[config.mk]
export PLATFORM = sky130hd
export DESIGN_NAME = pulse_gate_ctrl
export DESIGN_NICKNAME = d
export VERILOG_FILES = /design/src/rtl/pulse_gate_pkg.sv /design/src/rtl/pulse_gate_ctrl_gate_timer.sv /design/src/rtl/pulse_gate_ctrl.sv
export SDC_FILE = /design/constraint.sdc
export NUM_CORES = 1
export LEC_CHECK = 0
export CORE_MARGIN = 3
export CORE_UTILIZATION = 40
export CTS_BUF_LIST = sky130_fd_sc_hd__clkbuf_4 sky130_fd_sc_hd__clkbuf_8 sky130_fd_sc_hd__clkbuf_16
export CTS_CLUSTER_DIAMETER = 30
export CTS_CLUSTER_SIZE = 25
export DETAILED_ROUTE_END_ITERATION = 16
export PLACE_DENSITY = 0.7
export SETUP_SLACK_MARGIN = 0.5
export SYNTH_ARGS = -nofsm -noshare
export SYNTH_HDL_FRONTEND = slang
export SYNTH_HIERARCHICAL = 1
export SYNTH_SLANG_ARGS = --single-unit
[constraint.sdc]
create_clock -name clk -period 2.9 [get_ports clk]
set_input_delay 0.435 -clock clk [delete_from_list [all_inputs] [get_ports clk]]
set_output_delay 0.435 -clock clk [all_outputs]
set_load 0.005 [all_outputs]
[src/rtl/pulse_gate_pkg.sv]
`default_nettype none
// ============================================================================
// Module   : pulse_gate_pkg
// Purpose  : Shared types and default sizing for the pulse gate-window
//            controller (state encoding, gate/count widths, settle time).
// Revision : 1.0 - initial release
// ============================================================================
package pulse_gate_pkg;

    // Controller states. The width is pinned so the encoding never changes
    // silently if a state is added later.
    typedef enum logic [1:0] {
        ST_IDLE    = 2'd0,
        ST_GATE    = 2'd1,
        ST_DRAIN   = 2'd2,
        ST_CAPTURE = 2'd3
    } gate_state_t;

    localparam int C_GATE_W     = 24;
    localparam int C_CNT_W      = 16;
    localparam int C_SETTLE_CYC = 2;

endpackage : pulse_gate_pkg
`default_nettype wire

[src/rtl/pulse_gate_ctrl_gate_timer.sv]
`default_nettype none
// ============================================================================
// Module   : gate_timer
// Purpose  : Loadable down-counter that times both the counting window and
//            the settle interval. Counts down by one per clock and stops at 0.
// Ports    : clk, rst        - clock, asynchronous active-high reset
//            load            - load load_value this cycle (wins over counting)
//            load_value      - value to load
//            value           - current count
//            last            - value == 1, i.e. this is the final cycle
// Revision : 1.0 - initial release
// ============================================================================
module gate_timer #(
    parameter int GATE_W = 24
) (
    input  logic              clk,
    input  logic              rst,
    input  logic              load,
    input  logic [GATE_W-1:0] load_value,
    output logic [GATE_W-1:0] value,
    output logic              last
);

    logic [GATE_W-1:0] r_value;

    always_ff @(posedge clk or posedge rst) begin
        if (rst) begin
            r_value <= '0;
        end else if (load) begin
            r_value <= load_value;
        end else if (r_value != '0) begin
            r_value <= r_value - GATE_W'(1);
        end
    end

    assign value = r_value;
    assign last  = (r_value == GATE_W'(1));

endmodule : gate_timer
`default_nettype wire

[src/rtl/pulse_gate_ctrl.sv]
`default_nettype none
// ============================================================================
// Module   : pulse_gate_ctrl
// Purpose  : Gate-window controller for the pulse edge counter. Opens a
//            window of gate_cycles clocks (0 treated as 1), lets the counter
//            pipeline settle, then reports count(end) - count(start) modulo
//            2^CNT_W over a valid/ready handshake.
// Ports    : clk, rst        - clock, asynchronous active-high reset
//            start           - begin a measurement (only honoured in IDLE)
//            continuous      - re-arm after each result (latched per window)
//            abort           - cancel immediately, back to IDLE
//            gate_cycles     - window length in clocks
//            count           - counter value
//            en_count        - counter enable
//            busy            - not IDLE
//            result          - edges counted in the last window
//            result_valid    - result held
//            result_ready    - consumer accepts result
//            overrun         - sticky: a held result was overwritten
// Revision : 1.0 - initial release
// ============================================================================
module pulse_gate_ctrl
    import pulse_gate_pkg::*;
#(
    parameter int GATE_W     = C_GATE_W,
    parameter int CNT_W      = C_CNT_W,
    parameter int SETTLE_CYC = C_SETTLE_CYC
) (
    input  logic              clk,
    input  logic              rst,
    input  logic              start,
    input  logic              continuous,
    input  logic              abort,
    input  logic [GATE_W-1:0] gate_cycles,
    input  logic [CNT_W-1:0]  count,
    output logic              en_count,
    output logic              busy,
    output logic [CNT_W-1:0]  result,
    output logic              result_valid,
    input  logic              result_ready,
    output logic              overrun
);

    localparam logic [GATE_W-1:0] C_SETTLE_LOAD = GATE_W'(SETTLE_CYC);

    gate_state_t       r_state;
    gate_state_t       w_state_nxt;
    logic              r_en_count;
    logic              r_busy;
    logic              r_cont;
    logic [CNT_W-1:0]  r_count_start;
    logic [CNT_W-1:0]  r_result;
    logic              r_result_valid;
    logic              r_overrun;

    logic              w_tmr_load;
    logic [GATE_W-1:0] w_tmr_load_value;
    logic [GATE_W-1:0] w_tmr_value;
    logic              w_tmr_last;
    logic [GATE_W-1:0] w_gate_len;
    logic              w_tmr_done;
    logic              w_capture;
    logic              w_accept;
    logic              w_arm;

    // A zero-length window still enables the counter for one clock.
    assign w_gate_len = (gate_cycles == '0) ? GATE_W'(1) : gate_cycles;

    // An already-empty timer also ends the interval so the FSM can never stall.
    assign w_tmr_done = w_tmr_last || (w_tmr_value == '0);

    gate_timer #(
        .GATE_W (GATE_W)
    ) u_gate_timer (
        .clk        (clk),
        .rst        (rst),
        .load       (w_tmr_load),
        .load_value (w_tmr_load_value),
        .value      (w_tmr_value),
        .last       (w_tmr_last)
    );

    // Next state and timer reload. abort overrides every transition.
    always_comb begin
        w_state_nxt      = r_state;
        w_tmr_load       = 1'b0;
        w_tmr_load_value = w_gate_len;
        case (r_state)
            ST_IDLE: begin
                if (start) begin
                    w_state_nxt = ST_GATE;
                    w_tmr_load  = 1'b1;
                end
            end
            ST_GATE: begin
                if (w_tmr_done) begin
                    // With no settle time the end snapshot follows directly.
                    w_state_nxt      = (SETTLE_CYC == 0) ? ST_CAPTURE : ST_DRAIN;
                    w_tmr_load       = 1'b1;
                    w_tmr_load_value = C_SETTLE_LOAD;
                end
            end
            ST_DRAIN: begin
                if (w_tmr_done) begin
                    w_state_nxt = ST_CAPTURE;
                end
            end
            ST_CAPTURE: begin
                if (r_cont) begin
                    w_state_nxt = ST_GATE;
                    w_tmr_load  = 1'b1;
                end else begin
                    w_state_nxt = ST_IDLE;
                end
            end
            default: begin
                w_state_nxt = ST_IDLE;
            end
        endcase
        if (abort) begin
            w_state_nxt      = ST_IDLE;
            w_tmr_load       = 1'b1;
            w_tmr_load_value = '0;
        end
    end

    // Window opens from IDLE, result lands in CAPTURE (unless aborted).
    assign w_arm     = (r_state == ST_IDLE) && start && !abort;
    assign w_capture = (r_state == ST_CAPTURE) && !abort;
    assign w_accept  = r_result_valid && result_ready;

    always_ff @(posedge clk or posedge rst) begin
        if (rst) begin
            r_state        <= ST_IDLE;
            r_en_count     <= 1'b0;
            r_busy         <= 1'b0;
            r_cont         <= 1'b0;
            r_count_start  <= '0;
            r_result       <= '0;
            r_result_valid <= 1'b0;
            r_overrun      <= 1'b0;
        end else begin
            r_state    <= w_state_nxt;
            r_en_count <= (w_state_nxt == ST_GATE);
            r_busy     <= (w_state_nxt != ST_IDLE);

            if (w_arm) begin
                r_count_start <= count;
                r_cont        <= continuous;
                r_overrun     <= 1'b0;
            end

            if (w_capture) begin
                // Modulo subtraction makes a counter wrap inside the window
                // transparent.
                r_result       <= count - r_count_start;
                r_result_valid <= 1'b1;
                // A simultaneous accept consumes the old result, so it is
                // not lost.
                if (r_result_valid && !result_ready) begin
                    r_overrun <= 1'b1;
                end
                if (r_cont) begin
                    r_count_start <= count;
                    r_cont        <= continuous;
                end
            end else if (w_accept) begin
                r_result_valid <= 1'b0;
            end
        end
    end

    assign en_count     = r_en_count;
    assign busy         = r_busy;
    assign result       = r_result;
    assign result_valid = r_result_valid;
    assign overrun      = r_overrun;

endmodule : pulse_gate_ctrl
`default_nettype wire
# Word level (Yosys, flattened, before mapping)
# Cells that the tools add are included.
# classes
addsub,2
multipliers,0
n_div,0
order_cmp,0
n_eq_ne,5
shift,0
muxes,28
bitwise,0
n_reduce_logical,15
# op_table
operator,n
24-bit two-way mux,6
24-bit zero test,2
16-bit two-way mux,3
24-bit by 1-bit == test with 1-bit output (second input constant),1
24-bit nonzero test,1
24-bit by 1-bit subtractor with 24-bit output (second input constant),1
16-bit subtractor,1
1-bit two-way mux,13
2-bit two-way mux,4
2-bit one-hot mux with 4 select lines,1
2-bit nonzero test,3
1-bit logical AND,5
2-bit by 1-bit == test with 1-bit output (second input constant),2
2-bit == test (second input constant),2
1-bit one-hot mux with 3 select lines,1
1-bit zero test,2
2-bit zero test,1
1-bit logical OR,1
# totals
regBits,63
latch_bits,0
mem_bits_rw,0
mem_bits_ro,0
input_bits,46
out_inout_bits,20
elab_cells,59
n_memories,0

# Depth between registers and ports, before layout
# depth
ltp_word,6
ltp_mapped,13
depth_no_buf,12

# Hierarchy
# The synthesis kept the hierarchy.
# modules_own_cells
module,n_inst,cells_per_inst,area_per_inst_um2,seq_area_each_um2
pulse_gate_ctrl,1,307,2722.6,975.9
gate_timer,1,171,1471.4,600.6

# Least setup slack after synthesis
# No wires, ideal clock.
# synth_path
path_kind,flip-flop to flip-flop
start,"register u_gate_timer.r_value[19], in the netlist u_gate_timer/value[19]"
end,"register u_gate_timer.r_value[16], in the netlist u_gate_timer/value[16]"
setup_time_ns,0.082
t_arrival_ns,2.771
required_ns,2.818
setup_slack_ns,0.047
stages_incl_launch_ff,12
path_buffers,0
period_less_slack_ns,2.853
path_cell_list,dfrtp_1 -> or4_4 -> or4_4 -> nor3_1 -> o21bai_4 -> mux2_2 -> a211o_1 -> inv_2 -> nand2_1 -> nor4_1 -> or3_1 -> a31oi_1
# synth_via
elab_chain_len,6
elab_cells_between_ends,12
classes_between,1 x eq/ne; 7 x mux; 4 x reduce/logical
# synth_lines
item,line_no,source
start: declaration,pulse_gate_ctrl_gate_timer.sv:24,logic [GATE_W-1:0] r_value;
start signal: assignment,pulse_gate_ctrl_gate_timer.sv:30,r_value <= load_value;
start signal: assignment,pulse_gate_ctrl_gate_timer.sv:32,r_value <= r_value - GATE_W'(1);
24-bit by 1-bit == test with 1-bit output (*),pulse_gate_ctrl_gate_timer.sv:37,assign last = (r_value == GATE_W'(1));
named net w_tmr_last,pulse_gate_ctrl.sv:59,logic w_tmr_last;
1-bit logical OR (*),pulse_gate_ctrl.sv:70,assign w_tmr_done = w_tmr_last || (w_tmr_value == '0);
1-bit two-way mux (*),pulse_gate_ctrl.sv:96,if (w_tmr_done) begin
1-bit one-hot mux with 3 select lines (*),pulse_gate_ctrl.sv:88,case (r_state)
1-bit two-way mux (*),pulse_gate_ctrl.sv:120,if (abort) begin
named net w_tmr_load,pulse_gate_ctrl.sv:56,logic w_tmr_load;
24-bit two-way mux or 2-bit nonzero test (tied branches),-,
# Mark *: on every way through the listed nets, which the timed path passes. The rest lies on a longest branch.
# A chain may end at the register's enable or synchronous reset.

# Final worst setup path
# layout_path
start,"register u_gate_timer.r_value[19], in the netlist u_gate_timer/value[19]"
end,"register u_gate_timer.r_value[8], in the netlist u_gate_timer/value[8]"
# The elaborated chain is that of the path after synthesis.

==> summary.md <==
| Metric | Value |
|---|---|
| Status | `finished clean` |
| Post-Synth XOR/XNOR Area | `0.02506` |
| Setup ws final | `~100 ps` |
| Final Setup Violations | `0` |
| Sequential fraction of the synthesis area | `0.3759` |
| Ys flop type | `dfrtp_1` |
| Worst path slowest cell | `or4_4` |
| Boundary Pins | `66` |
| Setup TNS | `0 ps` |
| Cell Chain, Critical Path | `or4_4 > or4_4 > nor3_4 > o21bai_4 > mux2_4 > a211o_1 > inv_2 > buf_8 > o21ai_0 > a21oi_1 > a311oi_1` |
| Dpl cell area | `roughly 5100 sq um` |
| Leak Pwr | `roughly 2.4 nW` |
| Pin count of the biggest net entering global routing | `43` |
| Most repeated library cell on the critical path | `or4_4` |
| Max incr delay on CP | `between 500 and 600 ps` |
| CTS buffer count | `9` |
| Top post-synthesis cells by area | `dfrtp_1 (38%), ha_1 (5.4%), nand2_1 (5.2%)` |
| Vias post-DR | `about 4100` |
| Initial Utilization | `0.4194` |
| Number of global-route vias before repair | `3961` |
| Drc violations | `0` |
| Row count | `36` |
| Vias per inst | `5.692` |
| Port bufs | `65` |
| Worst Path Required | `3150 ps` |
| Nets@finish | `645` |
| Total Power | `0.002800 W` |
| Synthesized-area fraction occupied by adder cells | `0.05847` |
| Number of enable flip-flop cells after synthesis | `0` |
| Total global routing overflow | `0` |
| Startpoint type of the worst setup path | `flip-flop` |
| H-tree depth | `3` |
| Seq cells post-synth | `63` |
| Tightest Pin Transition | `812.4 ps` |
| Critical Setup Path Class | `flip-flop to flip-flop` |
| Fin crit share | `0.9643` |
| Detail Placement HPWL | `around 8000 um` |
| Gpl congestion | `roughly 0.87` |
| Post-synthesis mux area share | `0.01044` |
| Post-Synth Simple-Gate Area | `0.2676` |
| Worst-path clk slew | `roughly 70 ps` |
| Syn nets | `about 540` |
| CTS max path bufs | `2` |
| Die Height | `roughly 110 um` |
| Max-slew violations | `0` |
| Minimum clock period | `~2800 ps` |
| Final Util | `0.5687` |
| Cell taking the most area after synthesis | `dfrtp_1` |
| Max-cap viol count | `0` |
| DP Worst Slack | `approximately 46 ps` |
| YS warnings | `6` |
| Most numerous cell in the Yosys netlist | `dfrtp_1` |
| Mean Syn Cell Area | `8.774 sq um` |
| Die Width | `approximately 110 um` |
| Async SR Flop Fraction | `1.000` |
| Pwr per Cell Area | `a little under 500 nW/um^2` |
| Hold WC Path Type | `input pin to async pin` |
| Worst rel slew slack | `0.4564` |
| Total global-route track usage | `0.2039` |
| Crit-path max FO | `42` |
| DR pass1 iterations | `5` |
| Fmax | `~360 MHz` |
| Worst skew pair latency | `340 ps` |
| Worst vdd ir | `roughly 0.00024 V` |
| Clock root cell | `clkbuf_8` |
| Worst Clk Skew | `~5.7 ps` |
| Core ar. | `between 9000 and 10000 sq um` |
| DR iter-0 viols | `between 200 and 250` |
| Initial antenna violation count | `0` |
| Drt total wl | `about 12000 um` |
| TritonCTS clock tree | `done` |
| Yosys cell types | `between 60 and 70` |
| Die area | `11750 sq um` |
| RSZ-0062 raised after global routing | `true` |
| Multi-input logic area | `2594 sq um` |
| Crit path DAT | `~3000 ps` |
| Global-route wire length before repair | `~19000 um` |
| Synth Instances | `approximately 480` |
| Post-synthesis compound-gate area fraction | `0.2121` |
| DR WL/cell | `16.51 um` |
| Most frequent cells after synthesis | `dfrtp_1 (63), nand2_1 (58), o21ai_0 (37), nor2_1 (34), inv_1 (27)` |
| Main combinational cell family by area after synthesis | `simple AND/OR/NAND/NOR gates` |
| Reg area | `roughly 1600 sq um` |
| P&R area growth vs syn | `35.59%` |
| Clock Sinks | `63` |
| Share of cells above drive strength 1 | `0.2256` |
| Number of fillers in the final layout | `between 800 and 900` |
| Post-route cell area | `approximately 5700 sq um` |
| Ant. Diodes | `0` |
| Synth top area share | `0.3759` |
| Post-Syn Area | `4194 sq um` |
| Antenna Nets Post-Route | `0` |
| Hold Fails Final Rpt | `0` |
| Setup crit end kind | `flip-flop` |
[layout make-up]
| cell class | instances | share of cell area |
|---|---|---|
| multi-input cells | 370 | 0.4561 |
| flip-flops and latches | 63 | 0.2772 |
| repair buffers | 108 | 0.1815 |
| clock buffers | 13 | 0.03036 |
| well taps | 133 | 0.02926 |
| inverters | 28 | 0.01848 |
| clock inverters | 3 | 0.007041 |
[timing repair]
item	in CTS	in global routing
resized for setup	28	16
buffers inserted	11	6
hold buffers	0	0
pin swaps	9	11
gates cloned	4	0
endpoints found under the setup margin	24	25
endpoints found under the hold margin	0	0
[per-stage QoR]
step | hold WS (ps) | std cells
after floorplan | 449.6 | 478
after CTS | 373.4 | 712
after detailed placement | 471.9 | 681
after global placement | 464.6 | 681
final | 377.1 | 718
after global routing | 396.1 | 718
[state kept, by name (all words and copies together) (netlist names)]
signal              count
u_gate_timer/value     24
r_state                 2
r_count_start          16
busy                    1
overrun                 1
result_valid            1
r_cont                  1
en_count                1
result                 16
[worst max-delay path: cells and delay by family, from the launching register on]
kind	cells	cell delay [ps]
simple gates	3	1140
mux	1	160
buf+inv	2	270
compound gates	5	730
flops	1	390
[placed cells by master (no fill, tap or decap), types with 4 or more instances in the layout]
master	Yosys	layout
clkdlybuf4s50_1	0	65
dfrtp_1	63	63
nand2_1	58	57
o21ai_0	37	33
buf_4	0	33
nor2_1	34	31
inv_1	27	26
nor3_1	24	21
and2_4	20	21
ha_1	18	17
a21oi_1	20	15
nor4_1	16	15
clkbuf_8	0	12
nand4_1	10	10
o21a_1	8	8
a211oi_2	0	8
nand3_1	7	7
buf_6	3	7
a31oi_1	6	6
xnor2_1	6	6
xor2_1	6	6
o31ai_1	5	5
o21ai_1	1	5
and3_1	4	4
o31a_1	4	4
nor2b_1	4	4
a211o_1	4	4
[kinds of logic after synthesis]
| kind of cell | Yosys count |
|---|---|
| AO/OA/AOI/OAI | 127 |
| XOR/XNOR | 12 |
| adder cells (fa/ha/maj) | 19 |
| buffers and inverters | 48 |
| flip-flops | 63 |
| multiplexers | 4 |
| AND/OR/NAND/NOR | 205 |
[metal layers]
| layer | global-route usage | routed length [um] |
|---|---|---|
| met1 | 0.2725 | 5368 |
| met2 | 0.3255 | 5508 |
| met3 | 0.05373 | 759 |
| met4 | 0.06041 | 217 |
| met5 | 0 | 0 |
[power by group]
group	internal, W	total, W	switching (W)
Combinational	0.000430	0.000916	0.000486
Clock	0.000475	0.000824	0.000349
Sequential	0.000983	0.00106	0.0000770
[path summary, 6_finish.rpt]
check | startpoint | end | slack [ps] | depth (start not counted)
setup / recovery | u_gate_timer/value[19] | u_gate_timer/value[8] | 100 | 11
hold / removal | rst | overrun | 380 | 2
setup reg to reg | u_gate_timer/value[19] | u_gate_timer/value[8] | 100 | 11
hold reg to reg | result[0] | result[0] | 480 | 2
max in group asynchronous | rst | result[5] | 1810 | 3
min in group clk | result[0] | result[0] | 480 | 2
Note: power is estimated with default switching activity, not from simulation.
